File: config.mk
export PLATFORM = sky130hd
export DESIGN_NAME = sat_counter
export DESIGN_NICKNAME = d
export VERILOG_FILES = /design/src/rtl/sat_counter.sv
export SDC_FILE = /design/constraint.sdc
export NUM_CORES = 1
export LEC_CHECK = 0
export ABC_CLOCK_PERIOD_IN_PS = 1900
export CAP_MARGIN = 10
export CORE_MARGIN = 4
export CORE_UTILIZATION = 46
export CTS_BUF_LIST = sky130_fd_sc_hd__clkbuf_8
export DETAILED_ROUTE_END_ITERATION = 8
export PLACE_DENSITY_LB_ADDON = 0.08
export SLEW_MARGIN = 40
export SYNTH_ARGS = -nofsm -noshare
export SYNTH_HDL_FRONTEND = slang
export SYNTH_SLANG_ARGS = --single-unit
File: constraint.sdc
create_clock -name clk -period 1.9 [get_ports clk]
set_input_delay 0.38 -clock clk [delete_from_list [all_inputs] [get_ports clk]]
set_output_delay 0.38 -clock clk [all_outputs]
set_load 0.02 [all_outputs]
File: src/rtl/sat_counter.sv
// Saturating up-counter with synchronous clear.
//   clk, rst_n : clock, asynchronous active-low reset
//   clr        : synchronous clear, wins over inc
//   inc        : count one event
//   q          : count value, holds at all-ones
module sat_counter #(
  parameter int W = 32
) (
  input  logic         clk,
  input  logic         rst_n,
  input  logic         clr,
  input  logic         inc,
  output logic [W-1:0] q
);

  // NOTE: sequential state is always written with non-blocking assignments so
  // every flop samples the pre-edge values of its sources.
  always_ff @(posedge clk or negedge rst_n) begin
    if (!rst_n) begin
      q <= '0;
    end else if (clr) begin
      q <= '0;
    end else if (inc && (q != '1)) begin
      q <= q + W'(1);
    end
  end

endmodule

* Word level (Yosys, flattened, before mapping)
Index checks and enable logic that the tools add are counted.
** Storage, ports and cells
- Input bits :: 4
- Output and inout bits :: 32
- Register bits after elaboration :: 32
- Word-level logic and storage cells :: 7
** Operators by class
- Eq/ne operators :: 1
- Add/subtract/negate cells :: 1
- Reduce and logical (&&, ||, !) cells :: 2
- Multiplexer cells :: 2
** Operator list (count)
- $mux 32 :: 2
- $add 32x1->32 const B :: 1
- $ne 32x32->1 const B :: 1
- $reduce_bool 2->1 :: 1
- $logic_and 1x1->1 :: 1

* Longest topological paths before layout
Gate-level depths: netlist of run 1.
- Depth in word-level cells :: 4
- Depth in mapped cells :: 8
- Mapped depth without buffers :: 6

* Least setup slack after synthesis of run 1
OpenSTA, ideal clock, no wires.
- Path type :: reg-to-reg
- Start point :: reg q[0]
- End point :: reg q[3]
- Library setup time :: 0.125 ns
- Clock period less this slack :: 2.075 ns
- Arrival time :: 1.950 ns
- Cell stages (with the launch flop) :: 7
- Data required time :: 1.775 ns
- Path slack :: -0.175 ns
- Buffers on the path :: 0
- Path through :: dfrtp_1 -> ha_1 -> nand4_1 -> nor4_2 -> a31oi_4 -> and3_4 -> mux2_4
** Between the ends
- Longest elaborated chain between the ends :: 3
- Elaborated cells on any way between the ends :: 6
- Classes of those cells :: add/sub: 1; eq/ne: 1; mux: 2; reduce/logical: 2
** Ends and longest elaborated chain
- start, declared :: RTL line 13 : output logic [W-1:0] q
- start signal, assigned :: RTL line 24 : q <= q + W'(1);
- $add 32x1->32 / $ne 32x32->1 (equally long branches) :: RTL line 24, 23
- $mux 32 / $logic_and 1x1->1 (equally long branches) :: RTL line 23 : end else if (inc && (q != '1)) begin
- $mux 32 / $reduce_bool 2->1 (equally long branches)
Several ways; a longest one is shown, not always the timed one. The select of a mux whose other input is x is not followed.
A chain may end at the register's enable or synchronous reset.

* Final worst setup path of run 1
- Start point :: reg q[1]
- End point :: reg q[3]
The elaborated chain is that of the path after synthesis.

==> impl_metrics.tcl, run 1 <==
set metrics [dict create \
    status "completed" \
    numPlacedInstances 316 \
    yosysUniqueCellTypes 42 \
    yosysMostFrequentCell "dfrtp_1" \
    io_buffers 35 \
    fin_crit_ps 1890 \
    rows 22 \
    drive_above_1_share 0.318 \
    cp_max_fo 7 \
    drc_errors 0 \
    die_w_um 71.5 \
    ys_ff_latch 32 \
    final_area_mm2 0.00278 \
    syn_to_final_growth_pct 50.0 \
    ys_top_cells_by_area "dfrtp_1 43%, nor2_1 5.3%, xnor2_1 4.7%, nand3_1 3.2%, mux2_2 3.0%" \
    drt_pass1_iterations 4 \
    seq_area_frac_synth 0.432 \
    finalHoldViolations 0 \
    grtUsageTotal 0.195 \
    dominantRegCellSynth "dfrtp_1" \
    avgSynthCellArea_um2 9.37 \
    largest_reg_flops 32 \
    dieHeight_um 71.5 \
    netlist_area_mm2 0.00185 \
    reg2reg_from "q[1]" \
    cts_buffers 5 \
    highest_layer "met4" \
    vias 1793 \
    top_register "q" \
    grt_antenna_before_repair 0 \
    setup_viol 0 \
    hold_buffers 0 \
    synth_area_leader_cell "dfrtp_1" \
    antennaDiodeCount 0 \
    htreeDepth 2 \
    power.density_mw_per_mm2 475 \
    rr_worst_depth 7 \
    worst_pin_slew_ps 424 \
    viasPerCell 5.52 \
    critPathArrivalTime_ps 2060 \
    cts_tree "done" \
    wl_um 5030 \
    place_hpwl_um 3500 \
    fmax_mhz 530 \
    cts.sinks 32 \
    async_reset_ff_frac 1.00 \
    rsz0062_at_grt "true" \
    dieArea_mm2 0.00511 \
    synth_edf_count 0 \
    yosys-top-cells-count "32 x dfrtp_1, 26 x nor2_1, 12 x nand3_1, 11 x a21oi_1, 11 x nand2_1" \
    wl_met3_um 211 \
    maxSlewViolCount 0 \
    grt_pass1_wl_um 8020 \
    gp_congestion 0.850 \
    cts_buffer_depth 2 \
    drt-met1-wl_um 2240 \
    slowest_stage "dfrtp_2" \
    drtIter0Drc 122 \
    worstSetupEndpointType "register" \
    ant_nets 0 \
    fillers 260 \
    clkLatencyLatePin_ps 280 \
    period_share 0.994 \
    gr-total-overflow 0 \
    reg_top3 "q: 32 flops" \
    hold_ws_ps 505 \
    wire_per_inst_um 15.5 \
    met2_length_um 2560 \
    path_class "reg2reg" \
    startpoint_type "register" \
    grt_pass1_vias 1762 \
    clkTransAtPathRegs_ps 70 \
    maxCapViolCount 0 \
    io_pins 36 \
    floorplan.initialDensity 0.492 \
    max_stage_delay_ps 390 \
    p_leak_nw 1.19 \
    crit_path_cell_trace "ha_4 > nand4_1 > nor4_4 > buf_4 > a31oi_4 > and3_4 > mux2_4" \
    grt_max_degree 41 \
    irDropWorstVdd_mv 0.363 \
    ctsRootBufferMaster "clkbuf_8" \
    synth_warnings 0 \
    syn_nets 203 \
    worstPathRequired_ps 2070 \
    hold_path.class "in2async" \
    fin_cells 325 \
    synth_top_area_share 0.432 \
    fin_worst_skew_ps 11.8 \
    final_nets 281 \
    startpoint "q[1]" \
    placed_area_mm2 0.00260 \
    synthCells 198 \
    core_area_mm2 0.00377 \
    slew_headroom 0.717 \
]
[report_power, final]
part           internal [mW]  switching, mW
registers              0.686        0.00470
logic                 0.0416         0.0547
clock network          0.285          0.249
[layout by cell type, fill, tap and decap left out, types with 3 or more instances in the layout]
cell type        Yosys  layout
nor4_2               2       3
o21ai_0              4       4
nand4_1              6       6
mux2_2               5       4
nand3_1             12      10
inv_1                7       9
nor2b_1              6       6
and3_1               7       6
or3_1                5       3
nor4_4               1       3
nand3_2              1       3
a21oi_1             11       9
dfrtp_2              0       9
a211oi_1             5       5
buf_4                1      40
nand2_1             11      11
and2_1               3       3
nor2_1              26      25
clkdlybuf4s50_1      0      34
xor2_1               3       3
xnor2_1             10       9
or4_1                3       3
dfrtp_1             32      23
o31ai_1              3       3
clkbuf_8             0       6
nor3_1               4       4
[stage by stage]
| stage | TNS (ps) | setup WS [ps] | utilization | power (mW) |
|---|---|---|---|---|
| after floorplan | -59.7 | -25.0 | - | 0.743 |
| final | 0 | 11.5 | 0.738 | 1.32 |
| after detailed placement | -4090 | -368 | 0.689 | 0.800 |
| after global routing | -120 | -81.6 | 0.738 | 1.37 |
| after global placement | -3410 | -336 | 0.689 | 0.796 |
| after CTS | 0 | 10.2 | 0.718 | 1.34 |
[worst max-delay path, delay by kind of cell (launching register included)]
kind,cells,cell delay [ps]
buf+inv,1,180
compound gates,1,140
flops,1,390
fa+ha+maj,1,130
mux,1,280
simple gates,3,650
[what timing repair did]
action / 4_1_cts / 5_1_grt
pin swaps: 0 / 1
endpoints found under the setup margin: 10 / 16
buffers inserted: 0 / 1
gates resized for setup: 4 / 15
[metal layers]
layer  GRT usage  vias up
met1       0.248      874
met5           0        -
met4      0.0626        0
li1            -      872
met3      0.0365        2
met2       0.336       45
[area by class of cell]
type                    count  area, um2  area share
multi-input cells         152       1100       0.395
clock inverters             2       7.51     0.00270
well taps                  48       60.1      0.0216
repair buffers             78        696       0.250
flip-flops and latches     32        812       0.292
clock buffers               6       82.6      0.0297
inverters                   7       26.3     0.00945
[cells by family after synthesis]
logic type / synth area share
XOR/XNOR: 0.0614
AO/OA/AOI/OAI: 0.119
multiplexers: 0.0439
flip-flops: 0.432
adder cells (fa/ha/maj): 0.00675
AND/OR/NAND/NOR: 0.305
buffers and inverters: 0.0317
[final timing paths]
| kind | end | slack, ps |
|---|---|---|
| min reg2reg | q[15] | 590 |
| max in group asynchronous | q[14] | 1060 |
| min | q[4] | 500 |
| min in group clk | q[15] | 590 |
| max | q[3] | 10 |
| max reg2reg | q[3] | 10 |
(Power assumes the default switching activity.)
==> run 2, diff against run 1 <==
--- a/config.mk
+++ b/config.mk
@@ -11,6 +11,7 @@
 export CORE_UTILIZATION = 46
 export CTS_BUF_LIST = sky130_fd_sc_hd__clkbuf_8
 export DETAILED_ROUTE_END_ITERATION = 8
+export MAX_ROUTING_LAYER = met4
 export PLACE_DENSITY_LB_ADDON = 0.08
 export SLEW_MARGIN = 40
 export SYNTH_ARGS = -nofsm -noshare
==> run 2 against run 1 <==
Critical path depth is 1 lower. Non-clock buffer count stayed put. Core utilization stayed put. Register-to-register slack hardly changed. Clock-buffer cell count stayed put. Power is 0.15% higher. Via count is 0.33% higher. First-iteration DRC count is 4.1% higher.
==> impl_metrics.tcl, run 2 (synthesis results as in run 1) <==
set metrics [dict create \
    status "completed" \
    top_register "q" \
    grt_util_met1 0.248 \
    ctsRootBufferMaster "clkbuf_8" \
    rows 22 \
    wire_per_inst_um 15.4 \
    power.density_mw_per_mm2 476 \
    ant_nets 0 \
    reg_top3 "q: 32 flops" \
    placed_area_mm2 0.00260 \
    cts_buffer_depth 2 \
    grt_pass1_wl_um 8020 \
    path_class "reg2reg" \
    period_share 0.996 \
    fin_crit_ps 1890 \
    cp.buffers_inverters 1 \
    maxCapViolCount 0 \
    fin_worst_skew_ps 10.7 \
    wl_um 5000 \
    layout_common_cells "40 x buf_4, 34 x clkdlybuf4s50_1, 25 x nor2_1, 23 x dfrtp_1, 11 x nand2_1" \
    antennaDiodeCount 0 \
    top_usage_layer "met2" \
    irDropWorstVdd_mv 0.364 \
    reg2reg_from "q[15]" \
    hold_ws_ps 505 \
    startpoint_type "register" \
    p_leak_nw 1.19 \
    setup_viol 0 \
    drive_above_1_share 0.318 \
    final_common_cell "buf_4" \
    die_w_um 71.5 \
    seqCellArea_um2 812 \
    core_area_mm2 0.00377 \
    slew_headroom 0.716 \
    htreeDepth 2 \
    grt_pass1_vias 1761 \
    drtIter0Drc 127 \
    r2r_setup_slack_ps 8 \
    numPlacedInstances 316 \
    viasPerCell 5.54 \
    finalHoldViolations 0 \
    startpoint "q[15]" \
    worstSetupEndpointType "register" \
    clkLatencyLatePin_ps 280 \
    cts_tree "done" \
    largest_reg_flops 32 \
    fin_setup_tns_ps 0 \
    max_stage_delay_ps 390 \
    final_util 0.738 \
    syn_to_final_growth_pct 50.0 \
    cts.sinks 32 \
    io_buffers 35 \
    crit_family "simple AND/OR/NAND/NOR gates" \
    crit_path_cell_trace "nand3_1 > nor4_4 > buf_4 > a31oi_4 > and3_4 > mux2_4" \
    rsz0062_at_grt "true" \
    slowest_stage "dfrtp_2" \
    drt_pass1_iterations 4 \
    fin_cells 325 \
    vias 1799 \
    maxSlewViolCount 0 \
    grtUsageTotal 0.201 \
    floorplan.initialDensity 0.492 \
    gp_congestion 0.864 \
    grt_max_degree 41 \
    critPathArrivalTime_ps 2060 \
    final_area_mm2 0.00278 \
    fillers 260 \
    final_nets 281 \
    cp_max_fo 7 \
    worst_pin_slew_ps 427 \
    dieArea_mm2 0.00511 \
    cts_buffers 5 \
    dieHeight_um 71.5 \
    timing.rr.end "q[3]" \
    rr_worst_depth 6 \
    met3_usage 0.0351 \
    drc_errors 0 \
    endpoint "q[3]" \
    gr-total-overflow 0 \
    clkTransAtPathRegs_ps 70 \
    io_pins 36 \
    worstPathRequired_ps 2070 \
    place_hpwl_um 3500 \
    globalRouteMet2Util 0.336 \
    grt_antenna_before_repair 0 \
    fmax_mhz 529 \
    hold_path.class "in2async" \
    hold_buffers 0 \
    multi_input_area_mm2 0.00110 \
    path_depth 6 \
]
## run 2: cell counts in the layout (fill, tap and decap cells not counted)
Identical to the previous run, type by type.
## run 2: how the worst min path moves through the flow
| stage | start | to | depth (start not counted) |
|---|---|---|---|
| after floorplan | rst_n | q[0] | 0 |
| after global placement | q[15] | q[15] | 2 |
| final | rst_n | q[4] | 2 |
| after CTS | rst_n | q[3] | 2 |
| after detailed placement | q[15] | q[15] | 2 |
| after global routing | rst_n | q[4] | 2 |
## run 2: per-stage QoR
stage,power [mW],setup WS [ps]
final,1.32,7.99
after global routing,1.37,-81.6
after CTS,1.34,10.2
after detailed placement,0.800,-368
after global placement,0.796,-336
after floorplan,0.743,-25.0
## run 2: what timing repair did
item                                    4_1_cts  5_1_grt
endpoints found under the setup margin       10       16
buffers inserted                              0        1
gates resized for setup                       4       15
pin swaps                                     0        1
## run 2: report_power, final
part	internal [mW]	switching, mW
Clock	0.285	0.251
Combinational	0.0416	0.0547
Sequential	0.686	0.00467
Total	1.01	0.310
## run 2: cell type report
| cell class | instances | share of cell area |
|---|---|---|
| well taps | 48 | 0.0216 |
| clock inverters | 2 | 0.00270 |
| flip-flops and latches | 32 | 0.292 |
| inverters | 7 | 0.00945 |
| clock buffers | 6 | 0.0297 |
| repair buffers | 78 | 0.250 |
| multi-input cells | 152 | 0.395 |
## run 2: per-layer routing
metal  part of all wire  wire, um
met5                  0         0
met4             0.0080        40
met3              0.045       223
met2               0.51      2530
met1               0.44      2210
